==> config.mk <==
export PLATFORM = sky130hd
export DESIGN_NAME = tube_scan_driver_flat
export DESIGN_NICKNAME = d
export VERILOG_FILES = /design/src/rtl/tube_scan_driver_if.sv /design/src/rtl/tube_scan_driver.sv /design/src/flat_wrapper.sv
export SDC_FILE = /design/constraint.sdc
export NUM_CORES = 1
export LEC_CHECK = 0
export CORE_ASPECT_RATIO = 1.2
export CORE_MARGIN = 1
export CORE_UTILIZATION = 40
export DETAILED_ROUTE_END_ITERATION = 8
export PLACE_DENSITY = 0.67
export SYNTH_ARGS = -nofsm -noshare
export SYNTH_HDL_FRONTEND = slang
export SYNTH_SLANG_ARGS = --single-unit
==> constraint.sdc <==
create_clock -name clk -period 3.03 [get_ports clk]
set_input_delay 0.7575 -clock clk [delete_from_list [all_inputs] [get_ports clk]]
set_output_delay 0.7575 -clock clk [all_outputs]
set_load 0.005 [all_outputs]
==> src/rtl/tube_scan_driver_if.sv <==
// CPU bridge port for the tube scan driver: register select, byte-enabled write, combinational read.
interface tube_scan_driver_if;
   logic        addr;
   logic        we;
   logic [3:0]  be;
   logic [31:0] WD;
   logic [31:0] RD;

   modport master (output addr, output we, output be, output WD, input RD);
   modport slave  (input addr, input we, input be, input WD, output RD);
endinterface

==> src/rtl/tube_scan_driver.sv <==
// Eight-digit hex display driver for a multiplexed active-low 7-segment tube, with DATA/CTRL registers.
// Optional leading-zero suppression is built when TUBE_LZ_SUPPRESS_EN is defined.
module tube_scan_driver #(
   parameter int unsigned SCAN_DIV = 50000
) (
   input  logic                 clk,
   input  logic                 reset,
   tube_scan_driver_if.slave    bus,
   output logic [7:0]           digit_sel,
   output logic [7:0]           seg
);

   localparam int unsigned CNT_W = $clog2(SCAN_DIV);
   localparam logic [CNT_W-1:0] CNT_MAX = CNT_W'(SCAN_DIV - 1);

   logic [31:0]      data_q, data_d;
   logic [31:0]      disp_q, disp_d;
   logic             blank_q, blank_d;
   logic [7:0]       dp_q, dp_d;
   logic [CNT_W-1:0] cnt_q, cnt_d;
   logic [2:0]       idx_q, idx_d;
   logic [7:0]       digit_sel_d, seg_d;
   logic [3:0]       nib;
   logic             lz_blank;

   // Segment pattern g..a for one hex nibble, active-low.
   function automatic logic [6:0] hex7(input logic [3:0] n);
      case (n)
         4'h0: hex7 = 7'h40;
         4'h1: hex7 = 7'h79;
         4'h2: hex7 = 7'h24;
         4'h3: hex7 = 7'h30;
         4'h4: hex7 = 7'h19;
         4'h5: hex7 = 7'h12;
         4'h6: hex7 = 7'h02;
         4'h7: hex7 = 7'h78;
         4'h8: hex7 = 7'h00;
         4'h9: hex7 = 7'h10;
         4'hA: hex7 = 7'h08;
         4'hB: hex7 = 7'h03;
         4'hC: hex7 = 7'h46;
         4'hD: hex7 = 7'h21;
         4'hE: hex7 = 7'h06;
         default: hex7 = 7'h0E;
      endcase
   endfunction

   assign bus.RD = reset ? 32'h0
                 : (bus.addr ? {16'h0, dp_q, 7'h0, blank_q} : data_q);

   // Register writes and scan sequencing; disp latches the pre-edge DATA at frame wrap.
   always_comb begin
      data_d  = data_q;
      blank_d = blank_q;
      dp_d    = dp_q;
      disp_d  = disp_q;
      cnt_d   = cnt_q;
      idx_d   = idx_q;
      if (bus.we) begin
         if (!bus.addr) begin
            for (int i = 0; i < 4; i++) begin
               if (bus.be[i]) data_d[8*i +: 8] = bus.WD[8*i +: 8];
            end
         end else begin
            if (bus.be[0]) blank_d = bus.WD[0];
            if (bus.be[1]) dp_d    = bus.WD[15:8];
         end
      end
      if (cnt_q == CNT_MAX) begin
         cnt_d = '0;
         idx_d = idx_q + 3'd1;
         if (idx_q == 3'd7) disp_d = data_q;
      end else begin
         cnt_d = cnt_q + CNT_W'(1);
      end
   end

   assign nib = disp_q[{idx_q, 2'b00} +: 4];

`ifdef TUBE_LZ_SUPPRESS_EN
   logic [31:0] upper;
   assign upper    = disp_q >> {idx_q, 2'b00};
   assign lz_blank = (idx_q != 3'd0) && (upper == 32'h0);
`else
   assign lz_blank = 1'b0;
`endif

   // Output decode for the current digit, registered below.
   always_comb begin
      digit_sel_d = 8'hFF;
      seg_d       = 8'hFF;
      if (!blank_q && !lz_blank) begin
         digit_sel_d = ~(8'd1 << idx_q);
         seg_d       = {~dp_q[idx_q], hex7(nib)};
      end
   end

   always_ff @(posedge clk) begin
      if (reset) begin
         data_q    <= 32'h0;
         disp_q    <= 32'h0;
         blank_q   <= 1'b0;
         dp_q      <= 8'h0;
         cnt_q     <= '0;
         idx_q     <= 3'd0;
         digit_sel <= 8'hFF;
         seg       <= 8'hFF;
      end else begin
         data_q    <= data_d;
         disp_q    <= disp_d;
         blank_q   <= blank_d;
         dp_q      <= dp_d;
         cnt_q     <= cnt_d;
         idx_q     <= idx_d;
         digit_sel <= digit_sel_d;
         seg       <= seg_d;
      end
   end

endmodule

==> src/flat_wrapper.sv <==
// flat-port wrapper written by rule: the top's interface ports become plain ports
module tube_scan_driver_flat 
#(
   parameter int unsigned SCAN_DIV = 50000
)
  (clk, reset, digit_sel, seg, bus_addr, bus_we, bus_be, bus_WD, bus_RD);
  tube_scan_driver_if bus_i ();
  input  logic clk;
  input  logic reset;
  output logic [7:0] digit_sel;
  output logic [7:0] seg;
  input wire logic [$bits(bus_i.addr)-1:0] bus_addr;
  input wire logic [$bits(bus_i.we)-1:0] bus_we;
  input wire logic [$bits(bus_i.be)-1:0] bus_be;
  input wire logic [$bits(bus_i.WD)-1:0] bus_WD;
  output wire logic [$bits(bus_i.RD)-1:0] bus_RD;
  assign bus_i.addr = bus_addr;
  assign bus_i.we = bus_we;
  assign bus_i.be = bus_be;
  assign bus_i.WD = bus_WD;
  assign bus_RD = bus_i.RD;
  tube_scan_driver #(.SCAN_DIV(SCAN_DIV)) u_core (.clk(clk), .reset(reset), .bus(bus_i), .digit_sel(digit_sel), .seg(seg));
endmodule
# Yosys cells after proc, flatten, opt, wreduce, memory -nomap -nowiden
# Memory sizes are Yosys's and may differ from the RTL's. A register that Yosys moved wholly into a read port is not among the register bits.
# Cells that the tools add are included.
[totals]
ff_bits = 108
mem_bits_ro = 112
output_inout_bits = 48
mem_count = 1
[memory_table]
columns = ["memory", "depth", "word_bits", "rd", "rd_clocked_by_memory_dff", "wr", "line_no", "rtl"]
rows = [
  ["(no name shown)", 16, 7, 1, 1, 0, "tube_scan_driver.sv:28", "case (n)"],
]
[classes]
add_sub_neg = 2
n_lt_le_gt_ge = 1
n_eq_ne = 2
shifts = 2
mux = 4
bitwise_logic = 3
n_reduce_logical = 9
[op_table]
columns = ["operator", "count"]
rows = [
  ["32-bit two-way mux", 2],
  ["32-bit by 6-bit variable part select with 4-bit output", 1],
  ["3-bit AND reduction", 6],
  ["16-bit by 1-bit adder with 16-bit output (second input constant)", 1],
  ["16-bit == test (second input constant)", 1],
  ["8-bit NOT", 1],
  ["1-bit by 3-bit << shifter with 8-bit output (first input constant)", 1],
  ["3-bit by 4-bit less-than comparator with 1-bit output (second input constant)", 1],
  ["2-bit OR reduction", 2],
  ["3-bit by 1-bit adder with 3-bit output (second input constant)", 1],
  ["1-bit binary-select mux with 3-bit select", 1],
  ["3-bit == test (second input constant)", 1],
  ["1-bit NOT", 2],
  ["2-bit AND reduction", 1],
  ["1-bit two-way mux", 1],
]

# Longest topological paths before layout
[logic_depth]
ltp_word = 3
depth_mapped = 8

# Least setup slack after synthesis
# Ideal clock, no wire load.
[synth_path]
kind = "flip-flop to flip-flop"
from = "register u_core.idx_q[0]"
to = "register u_core.seg[3]"
setup_ns = 0.143
t_arrival_ns = 2.403
setup_slack_ns = 0.485
path_stages_with_launch = 9
n_path_buf = 1
path_cell_list = "dfxtp_1 > buf_6 > mux4_1 > mux2i_1 > inv_1 > ha_1 > and3_1 > a2111oi_0 > a31oi_1"
[synth_between]
elab_chain_cells = 1
[synth_rtl]
columns = ["element", "line_no", "rtl"]
rows = [
  ["from (decl)", "tube_scan_driver.sv:21", "logic [2:0] idx_q, idx_d;"],
  ["from (signal assigned)", "tube_scan_driver.sv:114", "idx_q <= idx_d;"],
  ["32-bit by 6-bit variable part select with 4-bit output", "tube_scan_driver.sv:78", "assign nib = disp_q[{idx_q, 2'b00} +: 4];"],
  ["to (decl)", "tube_scan_driver.sv:10", "output logic [7:0] seg"],
]
# Every way passes these cells.
# A chain may end at the register's enable or synchronous reset.

# Worst setup path in the final report
[layout_path]
from = "input port bus_addr"
to = "output port bus_RD[25]"
[layout_between]
elab_chain_cells = 2
[layout_rtl]
columns = ["element", "line_no", "rtl"]
rows = [
  ["from (decl)", "flat_wrapper.sv:12", "input wire logic [$bits(bus_i.addr)-1:0] bus_addr;"],
  ["32-bit two-way mux", "tube_scan_driver.sv:49", ": (bus.addr ? {16'h0, dp_q, 7'h0, blank_q} : data_q);"],
  ["32-bit two-way mux", "tube_scan_driver.sv:48", "assign bus.RD = reset ? 32'h0"],
  ["to (decl)", "flat_wrapper.sv:16", "output wire logic [$bits(bus_i.RD)-1:0] bus_RD;"],
]
# Every way passes these cells.

==> results.tsv <==
stage	metric	value	unit
timing	Hold Fails Final Rpt	0	
cts	Bufs on Longest Clock Path	2	
power_and_ir_drop	Final Power	2859	uW
power_and_ir_drop	Cell Pwr Density	466.3	nW/um2
global_routing	initial antenna violation count	0	
timing	Final Critical Period	2.725	ns
cts	Worst-path clk slew	0.07	ns
layout	nets@finish	682	
cts	H-tree depth	3	
timing	Rel. slew slack	33.39	%
cts	Root Buffer	clkbuf_16	
layout	Ant. Diodes	0	
yosys	top cell type's share of synthesized area	45.43	%
power_and_ir_drop	Max VDD drop	222.0	uV
critical_path	Crit Path Class	input port to output port	
power_and_ir_drop	Sw Pwr	651.6	uW
yosys	Post-Syn Nets	604	
yosys	Main synth FF type	dfxtp_1	
hold_path	Hold/Removal Path Class	flop to flop	
global_routing	global-route wire length before repair	17290	um
cts	clock sinks	108	
global_routing	Total GRT Usage	17.83	%
global_routing	global route overflow	0	
timing	fin. max-slew vios	0	
cts	clock latency on the worst-skew pair	0.35	ns
routing	Vias per Instance	4.949	
routing	vias post-DR	3915	
timing	Least-Margin Pin Slew	0.9992	ns
placed_design	Post-Place Cell Area	5801	um2
yosys	library cells used by synthesis	44	
die	effective utilization at floorplan	41.15	%
status	run status	completed	
die	die height	121.5	um
yosys	Netlist Area Pre-Place	4760	um2
yosys	cell count after synthesis	551	
flow_run	Max-Cap Viols	0	
yosys	sequential share of the synthesized area	45.43	%
power_and_ir_drop	internal power	2207	uW
placed_design	gpl congestion	0.8092	
timing	Final Skew	0.008093	ns
layout	Multi-input gate area	2402	um2
critical_path	Worst Path Required	2.27	ns
layout	fill count	1074	
timing	final period utilization	89.93	%
yosys	Mean Syn Cell Area	8.638	um2
power_and_ir_drop	clock network power share	41.8	%
routing	Detailed Route Iter0 Violations	191	
timing	final worst slack	0.3052	ns
power_and_ir_drop	leak pwr	0.002292	uW
critical_path	R2R Setup Slk	0.43	ns
global_routing	vias in the first global route	3707	
timing	Setup Viol. Count Final	0	
die	die width	101.6	um
timing	Setup TNS	0	ns
placed_design	Port Buffers	87	
yosys	warning count from the yosys run	0	
critical_path	Setup crit end kind	output port	
power_and_ir_drop	Flop pwr share	51.3	%
power_and_ir_drop	switching share of total power	22.80	%
timing	fmax	367.0	MHz
power_and_ir_drop	combinational share of power	6.9	%
critical_path	CP Cell Sequence	dlymetal6s2s_1 > nor2_4 > clkbuf_4 > and2_1 > clkdlybuf4s50_1	
critical_path	CP arrival	1.97	ns
routing	Total Wirelength	10560	um
layout	Area Overhead vs Synth	28.81	%
yosys	EDFF count, synth	0	
critical_path	Crit-path slowest cell	clkdlybuf4s50_1	
critical_path	CP Max Fanout	11	
routing	remaining antenna violation count	0	
layout	Design Area, Final	6131	um2
die	core area	11570	um2
yosys	leading cell types by total area after synthesis	dfxtp_1 45%, nand2_1 9.0%, a21oi_1 6.9%, mux2i_1 5.5%, nand3_1 4.8%	
yosys	Synth Register Bits	108	
yosys	ys async rst share	0	%
placed_design	DP Wirelength	7563	um
cts	total CTS buffers	9	
yosys	synth cell count leaders	114 x nand2_1, 108 x dfxtp_1, 66 x a21oi_1	
critical_path	CP Launch Type	input port	
critical_path	largest stage delay on the critical path	0.50	ns
die	die area	12340	um2
yosys	Synth area leader	dfxtp_1	
cts	TritonCTS clock tree	yes	
routing	routed length per instance	13.35	um
timing	RSZ-0062 raised after global routing	false	
global_routing	pin count of the biggest net entering global routing	89	
layout	layout cells sized above 1	7.571	%
routing	DRT Pass-1 Iters	4	
placed_design	pre-CTS WS	0.04042	ns
routing	DRC	0	
layout	Register Area	2162	um2
die	Ports	88	
yosys	most numerous cell in the Yosys netlist	nand2_1	
die	# rows	43	
metal layers:
metal / GRT usage [%] / wire [um]
met5: 0 / 0
met4: 7.609 / 171
met3: 2.304 / 271
met2: 29.18 / 5070
met1: 23.39 / 5049
through the flow:
step                hold slack, ns  instances  util [%]
floorplan                   0.4271        551         -
global placement            0.4381        774     50.15
detailed placement          0.4430        774     50.15
CTS                         0.4536        790     52.82
global route                0.4750        791     53.00
finish                      0.4527        791     53.00
final cells by class:
cell class                      instances  share of cell area (%)
Multi-Input combinational cell        398                   39.18
Sequential cell                       108                   35.27
Timing Repair Buffer                  102                   16.47
Clock buffer                            9                   3.673
Tap cell                              157                   3.204
Clock inverter                          7                   1.367
Inverter                               10                  0.8367
path summary, 6_finish.rpt:
kind,from,to,depth (start not counted)
setup / recovery,bus_addr,bus_RD[25],5
hold / removal,u_core.disp_q[8],u_core.disp_q[8],2
setup reg to reg,u_core.idx_q[0],u_core.seg[3],6
hold reg to reg,u_core.disp_q[8],u_core.disp_q[8],2
registers in the layout (all words and copies together), names as in the netlist:
name	count
u_core.data_q	32
u_core.disp_q	32
u_core.cnt_q	16
u_core.digit_sel	8
u_core.dp_q	8
u_core.seg	8
u_core.idx_q	3
u_core.blank_q	1
cells in the final DEF (no fill, tap or decap), drive strengths merged, types with 2 or more instances in the layout:
cell           netlist  layout
nand4                3       3
mux2                 4       4
a22oi                2       2
nor2b                3       3
and2                23      23
clkdlybuf4s50        0      85
nand2              115     115
a21oi               67      67
mux4                 8       8
nor3                 2       2
xor2                 7       7
inv                  8      11
a31oi                2       2
buf                 15      15
mux2i               27      27
ha                  13      13
or2                  2       2
clkbuf              20      10
nor2                49      49
nand3               46      46
xnor2                8       8
nor4bb               2       2
bufinv               1       2
o21ai                2       2
dfxtp              108     108
and3                 5       5
clkinv               1       3
cell families (layout without fill, tap and decap cells):
logic type	Yosys count	after routing	share of synthesized area, %
mux	39	39	11.07
xor+xnor	15	15	2.760
compound gates	78	78	9.332
fa+ha+maj	13	13	3.418
flops	108	108	45.43
simple gates	253	253	23.63
buf+inv	45	128	4.364
power by group through the flow:
stage               Clock (uW)  Sequential [uW]  Combinational (uW)
CTS                       1220             1470                 193
detailed placement           0             1500                 192
finish                    1190             1470                 196
global route              1270             1470                 213
floorplan                    0             1490                90.5
global placement             0             1500                 189
timing repair:
item | 4_1_cts | 5_1_grt
hold buffers | 0 | 0
gates resized for setup | 0 | 5
buffers inserted | 0 | 0
endpoints found under the setup margin | 0 | 26
worst max-delay path, delay by kind of cell:
kind,cells,cell delay [ns]
buffers and inverters,3,0.91
AND/OR/NAND/NOR,2,0.30
(Power assumes the default switching activity.)
